[src/rtl/onehot_strobe_decoder_pkg.sv]
// decoder_defs: shared definitions for the one-hot strobe decoder.
//   state_t             FSM state encodings (IDLE / HOLD / GAP)
//   CNT_W               width of the shared HOLD/GAP down-counter
//   HOLD_*/GAP_* limits legal parameter ranges, checked at elaboration
package decoder_defs;

  typedef enum logic [1:0] {
    ST_IDLE = 2'd0,
    ST_HOLD = 2'd1,
    ST_GAP  = 2'd2
  } state_t;

  localparam int CNT_W    = 8;
  localparam int HOLD_MIN = 1;
  localparam int HOLD_MAX = 255;
  localparam int GAP_MIN  = 0;
  localparam int GAP_MAX  = 255;

endpackage

[src/rtl/onehot_strobe_decoder_dec3x8.sv]
// onehot_dec3x8: purely combinational 3-bit binary to 8-bit one-hot decoder.
//   code    in  3  binary line index
//   onehot  out 8  exactly one bit set, bit position = code
module onehot_dec3x8 (
  input  logic [2:0] code,
  output logic [7:0] onehot
);

  for (genvar i = 0; i < 8; i++) begin : g_line
    assign onehot[i] = (code == 3'(i));
  end

endmodule

[src/rtl/onehot_strobe_decoder.sv]
// onehot_strobe_decoder: accepts a 3-bit code over valid/ready and drives the
// matching one-hot strobe for HOLD_CYCLES cycles, then GAP_CYCLES of zero.
//   clk, rst_n   clock, asynchronous active-low reset
//   in_valid     code present on in_code
//   in_ready     high in IDLE only
//   in_code      binary line index, sampled at the transfer edge only
//   in_parity    even parity over in_code      (DEC_PARITY_EN builds only)
//   err          one-cycle bad-parity pulse    (DEC_PARITY_EN builds only)
//   out          registered one-hot strobe, zero when idle
//   out_valid    registered, high exactly while out is non-zero
//   busy         high in HOLD or GAP
// Optional feature macro: DEC_PARITY_EN.
module onehot_strobe_decoder
  import decoder_defs::*;
#(
  parameter int HOLD_CYCLES = 4,
  parameter int GAP_CYCLES  = 1
) (
  input  logic       clk,
  input  logic       rst_n,
  input  logic       in_valid,
  output logic       in_ready,
  input  logic [2:0] in_code,
`ifdef DEC_PARITY_EN
  input  logic       in_parity,
  output logic       err,
`endif
  output logic [7:0] out,
  output logic       out_valid,
  output logic       busy
);

  if (HOLD_CYCLES < HOLD_MIN || HOLD_CYCLES > HOLD_MAX) begin : g_bad_hold
    $error("onehot_strobe_decoder: HOLD_CYCLES out of range 1..255");
  end
  if (GAP_CYCLES < GAP_MIN || GAP_CYCLES > GAP_MAX) begin : g_bad_gap
    $error("onehot_strobe_decoder: GAP_CYCLES out of range 0..255");
  end

  localparam logic [CNT_W-1:0] HOLD_LOAD = CNT_W'(HOLD_CYCLES - 1);
  // Only used when GAP_CYCLES > 0; guarded below so the wrap at 0 is harmless.
  localparam logic [CNT_W-1:0] GAP_LOAD  = CNT_W'(GAP_CYCLES - 1);

  state_t           state, state_nxt;
  logic [CNT_W-1:0] cnt, cnt_nxt;
  logic [7:0]       out_nxt;
  logic             out_valid_nxt;
  logic [7:0]       dec;
  logic             par_bad;

  onehot_dec3x8 u_dec (
    .code   (in_code),
    .onehot (dec)
  );

`ifdef DEC_PARITY_EN
  logic err_nxt;
  assign par_bad = ^{in_code, in_parity};
`else
  assign par_bad = 1'b0;
`endif

  // State and registered outputs
  always_ff @(posedge clk or negedge rst_n) begin
    if (!rst_n) begin
      state     <= ST_IDLE;
      cnt       <= '0;
      out       <= '0;
      out_valid <= 1'b0;
`ifdef DEC_PARITY_EN
      err       <= 1'b0;
`endif
    end else begin
      state     <= state_nxt;
      cnt       <= cnt_nxt;
      out       <= out_nxt;
      out_valid <= out_valid_nxt;
`ifdef DEC_PARITY_EN
      err       <= err_nxt;
`endif
    end
  end

  // Next-state / next-register logic
  always_comb begin
    state_nxt     = state;
    cnt_nxt       = cnt;
    out_nxt       = out;
    out_valid_nxt = out_valid;
`ifdef DEC_PARITY_EN
    err_nxt       = 1'b0;
`endif
    case (state)
      ST_IDLE: begin
        if (in_valid) begin
          // Bad parity still completes the handshake; it just issues no strobe.
          if (par_bad) begin
`ifdef DEC_PARITY_EN
            err_nxt = 1'b1;
`endif
          end else begin
            out_nxt       = dec;
            out_valid_nxt = 1'b1;
            cnt_nxt       = HOLD_LOAD;
            state_nxt     = ST_HOLD;
          end
        end
      end
      ST_HOLD: begin
        if (cnt == '0) begin
          out_nxt       = '0;
          out_valid_nxt = 1'b0;
          if (GAP_CYCLES == 0) begin
            state_nxt = ST_IDLE;
          end else begin
            cnt_nxt   = GAP_LOAD;
            state_nxt = ST_GAP;
          end
        end else begin
          cnt_nxt = cnt - 1'b1;
        end
      end
      ST_GAP: begin
        if (cnt == '0) state_nxt = ST_IDLE;
        else           cnt_nxt   = cnt - 1'b1;
      end
      default: begin
        state_nxt     = ST_IDLE;
        cnt_nxt       = '0;
        out_nxt       = '0;
        out_valid_nxt = 1'b0;
      end
    endcase
  end

  // Handshake / status outputs decoded from the state register
  always_comb begin
    in_ready = (state == ST_IDLE);
    busy     = (state != ST_IDLE);
  end

endmodule
[config.mk]
export PLATFORM = sky130hd
export DESIGN_NAME = onehot_strobe_decoder
export DESIGN_NICKNAME = d
export VERILOG_FILES = /design/src/rtl/onehot_strobe_decoder_pkg.sv /design/src/rtl/onehot_strobe_decoder_dec3x8.sv /design/src/rtl/onehot_strobe_decoder.sv
export SDC_FILE = /design/constraint.sdc
export NUM_CORES = 1
export LEC_CHECK = 0
export CORE_MARGIN = 3
export CORE_UTILIZATION = 32
export DETAILED_ROUTE_END_ITERATION = 8
export GPL_ROUTABILITY_DRIVEN = 0
export PLACE_DENSITY = 0.64
export RECOVER_POWER = 25
export SLEW_MARGIN = 20
export SYNTH_ARGS = -nofsm -noshare
export SYNTH_HDL_FRONTEND = slang
export SYNTH_SLANG_ARGS = --single-unit
[constraint.sdc]
create_clock -name clk -period 4.75 [get_ports clk]
set_input_delay 0.95 -clock clk [delete_from_list [all_inputs] [get_ports clk]]
set_output_delay 0.95 -clock clk [all_outputs]
set_load 0.01 [all_outputs]
# Yosys cells after proc, flatten, opt, wreduce, memory -nomap -nowiden
# Index checks and enable logic that the tools add are counted.
totals:
  out_inout_bits: 11
  in_bits: 6
  register_bits: 19
op_classes:
  eq_ne: 13
  reduce_logical: 7
  mux: 14
  n_addsub: 1
  bitwise_logic: 1
op_table:
  columns: ["operator", "count"]
  rows:
  - ["8-bit one-hot mux with 3 select lines", 2]
  - ["8-bit 2-to-1 mux", 5]
  - ["3-bit == test (second input constant)", 4]
  - ["8-bit zero test", 1]
  - ["2-bit != test (second input constant)", 4]
  - ["8-bit by 1-bit subtractor with 8-bit output (second input constant)", 1]
  - ["3-bit by 2-bit == test with 1-bit output (second input constant)", 2]
  - ["2-bit 2-to-1 mux", 3]
  - ["2-bit one-hot mux with 3 select lines", 1]
  - ["3-bit AND reduction", 2]
  - ["3-bit by 1-bit == test with 1-bit output (second input constant)", 1]
  - ["3-bit zero test", 1]
  - ["1-bit one-hot mux with 3 select lines", 1]
  - ["2-bit by 1-bit == test with 1-bit output (second input constant)", 1]
  - ["2-bit == test (second input constant)", 1]
  - ["2-bit zero test", 1]
  - ["1-bit 2-to-1 mux", 2]
  - ["2-bit AND reduction", 1]
  - ["2-bit nonzero test", 1]
  - ["1-bit NOT", 1]

# Depth between registers and ports, before layout
logic_depth:
  ltp_word: 3
  depth_mapped: 8

# Cells and area by module
# Synthesis repeated with hierarchy kept, for this count alone.
unflattened:
  cells_unflattened: 105
  hier_area_um2: 1054.8
by_module_without_submodules:
  columns: ["module", "area_per_inst_um2", "cells_each", "instances", "seq_area_each_um2"]
  rows:
  - ["onehot_strobe_decoder", 989.7, 97, 1, 475.5]
  - ["onehot_dec3x8", 65.1, 8, 1, 0.0]

# Least setup slack after synthesis
# No wires, ideal clock.
synth_timing:
  path_type: "flip-flop to output port"
  start: "reg state[0]"
  end: "out busy"
  required_ns: 3.800
  setup_slack_ns: 2.885
  arrival_ns: 0.915
  path_stages_with_launch: 4
  path_cell_list: "dfrtp_1 > buf_4 > nor2_1 > inv_1"
synth_between:
  elab_chain_cells: 1
synth_lines:
  columns: ["item", "line", "rtl"]
  rows:
  - ["start: declaration", "onehot_strobe_decoder.sv:44", "state_t state, state_nxt;"]
  - ["start signal: assignment", "onehot_strobe_decoder.sv:74", "state <= state_nxt;"]
  - ["2-bit nonzero test", "onehot_strobe_decoder.sv:139", "busy = (state != ST_IDLE);"]
  - ["end: declaration", "onehot_strobe_decoder.sv:30", "output logic busy"]
# No other way between the ends.

# Worst setup path after layout
layout_timing:
  start: "reg state[0]"
  end: "out in_ready"
layout_between:
  elab_chain_cells: 1
layout_lines:
  columns: ["item", "line", "rtl"]
  rows:
  - ["2-bit zero test", "onehot_strobe_decoder.sv:138", "in_ready = (state == ST_IDLE);"]
  - ["end: declaration", "onehot_strobe_decoder.sv:22", "output logic in_ready,"]
# No other way between the ends.

==> run summary <==
Synth Area in Compound Gates = 19.2%
Clock Path Buffers = 2
Fmax = 376 MHz
R2R depth = 6
Yosys warning count = 0
DR iter-0 viols = 14
Share of layout cells above drive strength 1 = 6.42%
Leakage Power = 0.516 nW
Crit Path Category = reg2out
P per Cell Area = 631 mW/mm²
Tightest Hold Check Type = reg2reg
CTS resizes = 0
Cts hold-fix bufs = 0
Full die area = 0.00373 mm²
Final Max Slew Viols = 0
Synth Flop Type = dfrtp_1
Cells after Synth = 91
Final period util = 56.0%
Drt pass-1 iters = 4
Vias in the first global route = 789
CP Launch Point = state[0]
H-Tree Depth = 1
Critical Path Start Type = register
Die height = 61.1 µm
Post-synth ARST share = 100%
Sink Count = 19
Reg2reg setup slack = 2590 ps
Final hold vios = 0
Synth Area in Simple Gates = 20.0%
Fraction of the mapped netlist area in adder cells = 2.58%
Fin nets = 118
Post-DRT Antenna Nets = 0
Least-Margin Pin Slew = 887 ps
Rel. slew slack = 40.6%
Synth-to-layout area growth = 21.3%
Crit path max-delay cell type = clkdlybuf4s50_1
Netlist Area Pre-Place = 971 µm²
Post-synthesis mux area share = 0%
RR Endpoint = out[0]
Largest family of logic cells by synthesized area = simple AND/OR/NAND/NOR gates
Final Critical Period = 2660 ps
Placed cell count = 136
CTS Buf Count = 3
First-pass GRT wire length = 3380 µm
Xor/xnor share of the synthesized area = 5.41%
Vias per inst = 5.43
Routed via count = 760
Worst Path Required = 3800 ps
CORE AREA = 0.00283 mm²
# diodes = 0
Area of the multi-input gates = 458 µm²
Outcome = finished, final reports clean
Clock-pin slew on the worst setup and hold paths = 110 ps
TNS Setup = 0 ps
End point of the critical path = in_ready
I/O Buffers = 16
CTS root buf = clkbuf_4
Unrepaired setup endpoints after global routing = no
Non-Filler Instances = 140
Post-synth EDFFs = 0
Starting Density = 34.3%
DIE WIDTH = 61.1 µm
FF+latch count, synth = 19
DR DRC count = 0
Post-Route WL = 1930 µm
Crit path capture type = primary output
Clock Latency Late Sink = 290 ps
Reg area = 475 µm²
Number of I/O pins = 17
Commonest non-fill, non-tap cell in the layout = dfrtp_1
Sequential share of the synthesized area = 49.0%
GRT Resource Usage Total = 11.9%
Post CTS Setup Buffer Count = 0
Post-Syn Nets = 99
Pin count of the biggest net entering global routing = 20
CTS tree = done
# setup viols final = 0
CP peak stage delay = 590 ps
Data arrival, critical path = 1710 ps
CP cell instances = nor2_1, clkdlybuf4s50_1
Max Cap Viol = 0
Worst VDD drop = 0.319 mV
Reg-to-reg startpoint = cnt[0]
Global route total overflow = 0
Yosys cell types = 32
Num rows = 19
Post-DR wirelength/cell = 13.8 µm
Post-Route Skew = 12.8 ps
Worst Path Max Fanout = 11
Initial antenna violation count = 0
Synth Area per Inst = 10.7 µm²
Dpl hpwl = 1440 µm
Most frequent cells in the layout = dfrtp_1, clkdlybuf4s50_1, nor2_1
Layout fillers = 268
state kept, by name, summed over array words and instances, names as in the netlist:
| register | cells |
|---|---|
| cnt | 8 |
| out | 8 |
| out_valid | 1 |
| state | 2 |
worst min path at each step:
stage | slack, ps | startpoint | cells past startpoint | endpoint
detailed placement | 470 | out_valid | 2 | out_valid
floorplan | 470 | cnt[0] | 1 | cnt[0]
global route | 530 | out_valid | 2 | out_valid
CTS | 500 | out_valid | 2 | out_valid
finish | 500 | out_valid | 2 | out_valid
global placement | 470 | out_valid | 2 | out_valid
synth_stat cells (2+ instances only):
master / n / area, µm²
xnor2_1: 2 / 17.5
a21oi_1: 2 / 10.0
ha_1: 2 / 25.0
and2_1: 2 / 12.5
inv_1: 5 / 18.8
xor2_1: 4 / 35.0
o32ai_1: 2 / 17.5
o21ai_0: 2 / 10.0
nor3_1: 2 / 10.0
a22o_1: 6 / 52.6
nor2_1: 11 / 41.3
a32o_1: 2 / 20.0
nor2b_1: 4 / 25.0
nand3_1: 3 / 15.0
dfrtp_1: 19 / 475
nand2_1: 7 / 26.3
logic make-up (layout without fill, tap and decap cells):
kind of cell / count (synthesis) / after routing
and+or+nand+nor: 36 / 36
AOI/OAI and AO/OA: 21 / 21
DFF: 19 / 19
buffers and inverters: 7 / 25
xor gates and xnor gates: 6 / 6
adders and majority gates: 2 / 2
area by class of cell:
| cell class | count | share of cell area (%) |
|---|---|---|
| sequential | 19 | 40.4 |
| multi-input combinational | 65 | 38.9 |
| timing repair buffer | 16 | 13.6 |
| tap | 31 | 3.29 |
| clock buffer | 4 | 2.23 |
| inverter | 5 | 1.59 |
critical path: cells and delay by family (launching register included):
family / cells / cell delay, ps
flops: 1 / 530
simple gates: 1 / 290
buf+inv: 1 / 590
layer usage:
metal / global-route usage [%] / share of wire, %
met1: 16.4 / 47
met2: 18.1 / 47
met3: 3.35 / 5.5
met4: 3.72 / 0
met5: 0 / 0
through the flow:
stage / worst slack (ps) / hold WS (ps) / total power [mW] / utilization (%) / instance area [µm²]
after floorplan: 2880 / 472 / 0.553 / - / 971
after global placement: 2260 / 472 / 0.657 / 40.7 / 1150
after global routing: 1940 / 533 / 0.810 / 41.6 / 1180
after CTS: 2090 / 499 / 0.749 / 41.6 / 1180
after detailed placement: 2180 / 467 / 0.665 / 40.7 / 1150
final: 2090 / 499 / 0.743 / 41.6 / 1180
power breakdown:
group | switching, mW | internal, mW | total [mW]
logic | 0.199 | 0.185 | 0.384
clock network | 0.0484 | 0.0326 | 0.0810
registers | 0.0617 | 0.217 | 0.278
total | 0.309 | 0.434 | 0.743
No activity file was read; power rests on OpenSTA's default activity.
